**config.mk**
```make
export PLATFORM = sky130hd
export DESIGN_NAME = lfsr_rng
export DESIGN_NICKNAME = d
export VERILOG_FILES = /design/src/rtl/lfsr_pkg.sv /design/src/rtl/lfsr_core.sv /design/src/rtl/lfsr_rng.sv
export SDC_FILE = /design/constraint.sdc
export NUM_CORES = 1
export LEC_CHECK = 0
export ABC_AREA = 1
export BUFFER_PORTS_ARGS = -buffer_cell sky130_fd_sc_hd__buf_4
export CORE_MARGIN = 2
export CORE_UTILIZATION = 50
export CTS_CLUSTER_DIAMETER = 150
export DETAILED_ROUTE_END_ITERATION = 10
export PLACE_DENSITY = 0.71
export SLEW_MARGIN = 20
export SYNTH_ARGS = -nofsm -noshare
export SYNTH_HDL_FRONTEND = slang
export SYNTH_SLANG_ARGS = --single-unit
```
**constraint.sdc**
```tcl
create_clock -name clk -period 4.35 [get_ports clk]
set_input_delay 0 -clock clk [delete_from_list [all_inputs] [get_ports clk]]
set_output_delay 0 -clock clk [all_outputs]
set_load 0.01 [all_outputs]
```
**src/rtl/lfsr_pkg.sv**
```systemverilog
// Shared definitions for the LFSR random source: maximal-length Galois
// tap masks, draw FSM states and the rejection-sampling mask helper.
package lfsr_pkg;

  typedef enum logic [1:0] {
    IDLE,
    DRAW,
    DONE
  } rng_state_e;

  // Right-shift Galois tap masks giving period 2^w-1, for w = 3..32.
  function automatic logic [31:0] taps(input int unsigned w);
    case (w)
      3:       return 32'h0000_0006;
      4:       return 32'h0000_000C;
      5:       return 32'h0000_0014;
      6:       return 32'h0000_0030;
      7:       return 32'h0000_0060;
      8:       return 32'h0000_00B8;
      9:       return 32'h0000_0110;
      10:      return 32'h0000_0240;
      11:      return 32'h0000_0500;
      12:      return 32'h0000_0829;
      13:      return 32'h0000_100D;
      14:      return 32'h0000_2015;
      15:      return 32'h0000_6000;
      16:      return 32'h0000_B400;
      17:      return 32'h0001_2000;
      18:      return 32'h0002_0400;
      19:      return 32'h0004_0023;
      20:      return 32'h0009_0000;
      21:      return 32'h0014_0000;
      22:      return 32'h0030_0000;
      23:      return 32'h0042_0000;
      24:      return 32'h00E1_0000;
      25:      return 32'h0120_0000;
      26:      return 32'h0200_0023;
      27:      return 32'h0400_0013;
      28:      return 32'h0900_0000;
      29:      return 32'h1400_0000;
      30:      return 32'h2000_0029;
      31:      return 32'h4800_0000;
      32:      return 32'h8020_0003;
      default: return 32'h0000_0000;
    endcase
  endfunction

  // Smallest 2^k-1 covering lim-1; lim==0 means the full range.
  function automatic logic [31:0] mask_for(input logic [31:0] lim);
    logic [31:0] m;
    if (lim == '0) return '1;
    m = lim - 32'd1;
    for (int unsigned i = 1; i < 32; i = i * 2) begin
      m = m | (m >> i);
    end
    return m;
  endfunction

endpackage

```
**src/rtl/lfsr_core.sv**
```systemverilog
// Galois right-shift LFSR state register with seed load and step enable.
// A zero seed is replaced by DEFAULT_SEED so the state never locks up.
module lfsr_core
  import lfsr_pkg::*;
#(
  parameter int unsigned      WIDTH        = 16,
  parameter logic [WIDTH-1:0] DEFAULT_SEED = 1
) (
  input  logic             clk,
  input  logic             rst_n,
  input  logic             step_i,
  input  logic             load_i,
  input  logic [WIDTH-1:0] seed_i,
  output logic [WIDTH-1:0] state_o
);

  localparam logic [WIDTH-1:0] TAPS = WIDTH'(taps(WIDTH));

  logic [WIDTH-1:0] state_q, state_d;

  // Next state: load wins over step.
  always_comb begin
    state_d = state_q;
    if (load_i) begin
      state_d = (seed_i == '0) ? DEFAULT_SEED : seed_i;
    end else if (step_i) begin
      state_d = (state_q >> 1) ^ (state_q[0] ? TAPS : '0);
    end
  end

  // State register.
  always_ff @(posedge clk or negedge rst_n) begin
    if (!rst_n) state_q <= DEFAULT_SEED;
    else        state_q <= state_d;
  end

  assign state_o = state_q;

endmodule

```
**src/rtl/lfsr_rng.sv**
```systemverilog
// Uniform random draws in [0, limit) from a Galois LFSR using masked
// rejection sampling with a bounded fallback after MAX_TRIES candidates.
// Optional: define RNG_STATS_EN to add the reject_cnt_o statistics output.
module lfsr_rng
  import lfsr_pkg::*;
#(
  parameter int unsigned WIDTH        = 16,
  parameter int unsigned OUT_W        = 8,
  parameter int unsigned MAX_TRIES    = 4,
  parameter int unsigned DEFAULT_SEED = 1
) (
  input  logic             clk,
  input  logic             rst_n,
  input  logic             en_i,
  input  logic             seed_load_i,
  input  logic [WIDTH-1:0] seed_i,
  input  logic             req_i,
  input  logic [OUT_W-1:0] limit_i,
  output logic             busy_o,
  output logic             rand_valid_o,
  output logic [OUT_W-1:0] rand_o
`ifdef RNG_STATS_EN
  ,
  output logic [15:0]      reject_cnt_o
`endif
);

  localparam int unsigned TW = $clog2(MAX_TRIES + 1);

  rng_state_e       state_q, state_d;
  logic [OUT_W-1:0] lim_q, lim_d;
  logic [OUT_W-1:0] mask_q, mask_d;
  logic [TW-1:0]    tries_q, tries_d;
  logic [OUT_W-1:0] rand_q, rand_d;
  logic [WIDTH-1:0] lfsr;
  logic [OUT_W-1:0] cand;
  logic             step;
  logic             reject;

  assign step = en_i || (state_q == DRAW);

  lfsr_core #(
    .WIDTH        (WIDTH),
    .DEFAULT_SEED (WIDTH'(DEFAULT_SEED))
  ) u_core (
    .clk     (clk),
    .rst_n   (rst_n),
    .step_i  (step),
    .load_i  (seed_load_i),
    .seed_i  (seed_i),
    .state_o (lfsr)
  );

  // Candidate comes from the pre-step LFSR state.
  assign cand = lfsr[OUT_W-1:0] & mask_q;

  // Draw FSM: seed_load aborts any draw; req only honoured in IDLE.
  always_comb begin
    state_d = state_q;
    lim_d   = lim_q;
    mask_d  = mask_q;
    tries_d = tries_q;
    rand_d  = rand_q;
    reject  = 1'b0;
    if (seed_load_i) begin
      state_d = IDLE;
      tries_d = '0;
    end else begin
      case (state_q)
        IDLE: begin
          if (req_i) begin
            state_d = DRAW;
            lim_d   = limit_i;
            mask_d  = OUT_W'(mask_for(32'(limit_i)));
            tries_d = '0;
          end
        end
        DRAW: begin
          tries_d = tries_q + TW'(1);
          if ((lim_q == '0) || (cand < lim_q)) begin
            rand_d  = cand;
            state_d = DONE;
          end else begin
            reject = 1'b1;
            // cand <= mask < 2*lim_q, so cand - lim_q lands in range.
            if (tries_q == TW'(MAX_TRIES - 1)) begin
              rand_d  = cand - lim_q;
              state_d = DONE;
            end
          end
        end
        DONE: begin
          state_d = IDLE;
          tries_d = '0;
        end
        default: state_d = IDLE;
      endcase
    end
  end

  // FSM and draw registers.
  always_ff @(posedge clk or negedge rst_n) begin
    if (!rst_n) begin
      state_q <= IDLE;
      lim_q   <= '0;
      mask_q  <= '0;
      tries_q <= '0;
      rand_q  <= '0;
    end else begin
      state_q <= state_d;
      lim_q   <= lim_d;
      mask_q  <= mask_d;
      tries_q <= tries_d;
      rand_q  <= rand_d;
    end
  end

  assign busy_o       = (state_q == DRAW);
  assign rand_valid_o = (state_q == DONE);
  assign rand_o       = rand_q;

`ifdef RNG_STATS_EN
  logic [15:0] reject_cnt_q;

  // Saturating count of rejected candidates, fallbacks included.
  always_ff @(posedge clk or negedge rst_n) begin
    if (!rst_n)                          reject_cnt_q <= '0;
    else if (seed_load_i)                reject_cnt_q <= '0;
    else if (reject && reject_cnt_q != '1) reject_cnt_q <= reject_cnt_q + 16'd1;
  end

  assign reject_cnt_o = reject_cnt_q;

  logic unused_lfsr;
  assign unused_lfsr = ^lfsr;
`else
  logic unused_bits;
  assign unused_bits = ^{lfsr, reject};
`endif

endmodule

```
==> results.txt <==
CTS clk-pin slew, worst paths: 90 ps
wire per inst: 12.1 um
Worst-Margin Slew: 555 ps
crit end category: flop
Clock Skews: 5.78 ps
clock tree root driver cell: clkbuf_8
RSZ-0062 raised after global routing: no
# setup viols final: 0
largest net degree at the start of global routing: 46
row cnt: 27
GRT overflow: 0
Placed Instance Area: 3200 um2
status: completed
f_max: 0.456 GHz
clock power share: 16.4%
Met2 Wirelength: 3.02 mm
post-route cell area: 3530 um2
H-tree levels: 2
Post-synth ARST share: 100%
synth unique cells: 35
Skew-Pair Late Insertion Delay: 300 ps
drt total wl: 6.44 mm
switch share: 41.9%
Rel. slew slack: 63.0%
post-DP HPWL: 4.76 mm
Worst setup SP type: flop
most common cell after layout, fill and taps aside: nand2_1
Critical Path RT: 4540 ps
synthesis-stage register bit count: 45
VDD IR max: 225 uV
net count after synthesis: 444
Max-Cap Viols: 0
PortBufs: 38
Post-CTS Resized: 0
Pint: 966 uW
DR iter-0 viols: 125
total power: 1660 uW
Power per Cell Area: 471 nW/um2
gr usage total: 21.8%
cts hold-fix bufs: 23
antenna violations before repair: 0
# fillers: 525
CTS tree: done
Synth Flop Type: dfrtp_1
Hold WC Path Type: input port to flop
Die Footprint: 6440 um2
PnR worst setup slack: 2160 ps
leading area contributor after synthesis: dfrtp_1
Hold Fails Final Rpt: 0
Area Growth Syn to Fin: 21.4%
gpl congestion: 0.912
Top Layer Used: met4
Setup Buffers After CTS: 0
# nets final: 500
Die X: 80.2 um
Clock Path Buffers: 2
Multi-input gate area: 1480 um2
Die Y-Extent: 80.2 um
met1 wire length: 3.06 mm
leakage power: 0.00185 uW
Initial Util: 52.1%
Antenna Violating Nets Remaining: 0
CP arrival: 2380 ps
Antenna diodes: 0
Gate power share: 48.1%
Syn Area/Cell: 7.23 um2
drt pass-1 iters: 5
Sequential Power Share: 35.5%
post-route minimum period: 2190 ps
TNS Setup: 0 ps
Syn Inst Count: 402
vias in the first global route: 2399
post-layout util: 63.3%
crit-path max FO: 11
layout cells sized above 1: 16.8%
core footprint: 5570 um2
period utilisation layout: 50.4%
first-pass GRT wire length: 10.8 mm
clock sink count: 45
synth warn: 0
Post-Synthesis Cell Area: 2910 um2
most frequent cells in the layout: nand2_1, inv_1, dfrtp_1
sequential element share of the synthesized area: 38.8%
Synth top area share: 37.9%
Synth area leaders: dfrtp_1, nand2_1, inv_1
NetSw: 696 uW
DR vias: 2636
DR DRC count: 0
# IOs: 39
Seq. cell area: 1130 um2
vias per cell: 4.96
routed wl met3: 233 um
Post-Place Worst Slack: 2180 ps
max-slew violation count: 0
clock buffer count from CTS: 5
critical path class: flop to flop
number of synthesized flops with an enable pin: 0
state kept, by name (all words and copies together), names as in the netlist:
name            flops
u_core.state_o     16
lim_q               8
mask_q              8
rand_o              8
tries_q             3
state_q             2
synthesized netlist by cell type (all sizes together) (2+ instances only):
cell type / count
nand2: 143
inv: 57
dfrtp: 44
nor2: 43
o21ai: 25
nand3: 18
a21oi: 13
a31oi: 12
ha: 12
buf: 7
nor3: 6
clkbuf: 5
nand4: 5
nand3b: 2
nor4: 2
xor2: 2
worst max-delay path: stages (launching register included):
cell	delay, ps
dfstp_2	620
nand2_1	80
ha_1	170
inv_1	90
fa_1	250
nand3_2	100
nand3_2	90
nand2_2	60
nand2_4	80
nand3_2	70
nand2_2	170
inv_1	140
nand2_1	100
nand2_1	60
final cells by class:
type / instances / share of cell area, %
multi-input cells: 288 / 42.1
flip-flops and latches: 45 / 32.0
inverters: 57 / 6.07
well taps: 72 / 2.55
clock buffers: 6 / 2.34
repair buffers: 61 / 14.6
clock inverters: 2 / 0.390
power by group through the flow:
stage	Clock [uW]	Sequential (uW)	Combinational (uW)
after floorplan	0	596	592
after global placement	0	596	779
after detailed placement	0	599	786
after CTS	279	591	806
after global routing	298	605	925
final	272	591	800
logic make-up after synthesis:
logic type	synth area share [%]
simple gates	33.8
buf+inv	10.2
compound gates	10.2
flops	38.8
fa+ha+maj	5.85
xor+xnor	1.16
path summary, 6_finish.rpt:
| path | startpoint | endpoint | slack (ps) | depth (start not counted) |
|---|---|---|---|---|
| setup / recovery | u_core.state_o[0]$_DFFE_PN1P_ | rand_o[4]$_DFFE_PN0P_ | 2160 | 13 |
| hold / removal | seed_i[3] | u_core.state_o[3]$_DFFE_PN0P_ | 1 | 3 |
| setup reg to reg | u_core.state_o[0]$_DFFE_PN1P_ | rand_o[4]$_DFFE_PN0P_ | 2160 | 13 |
| hold reg to reg | rand_o[1]$_DFFE_PN0P_ | rand_o[1]$_DFFE_PN0P_ | 490 | 2 |
| max in group asynchronous | rst_n | lim_q[2]$_DFFE_PN0P_ | 3740 | 2 |
| min in group asynchronous | rst_n | rand_o[4]$_DFFE_PN0P_ | 220 | 2 |
per-layer routing:
metal  vias up  GRT usage (%)
li1       1375              -
met1      1198           29.8
met2        52           35.4
met3        11           3.48
met4         0           6.61
met5         -              0
per-stage QoR:
| stage | cells | hold WS (ps) |
|---|---|---|
| 3_5_place_dp | 500 | 32.7 |
| 6_report | 531 | 1.32 |
| 3_3_place_gp | 500 | 31.4 |
| 5_1_grt | 531 | 33.7 |
| 2_1_floorplan | 402 | -296 |
| 4_1_cts | 531 | 2.31 |
No activity file was read; power rests on OpenSTA's default activity.
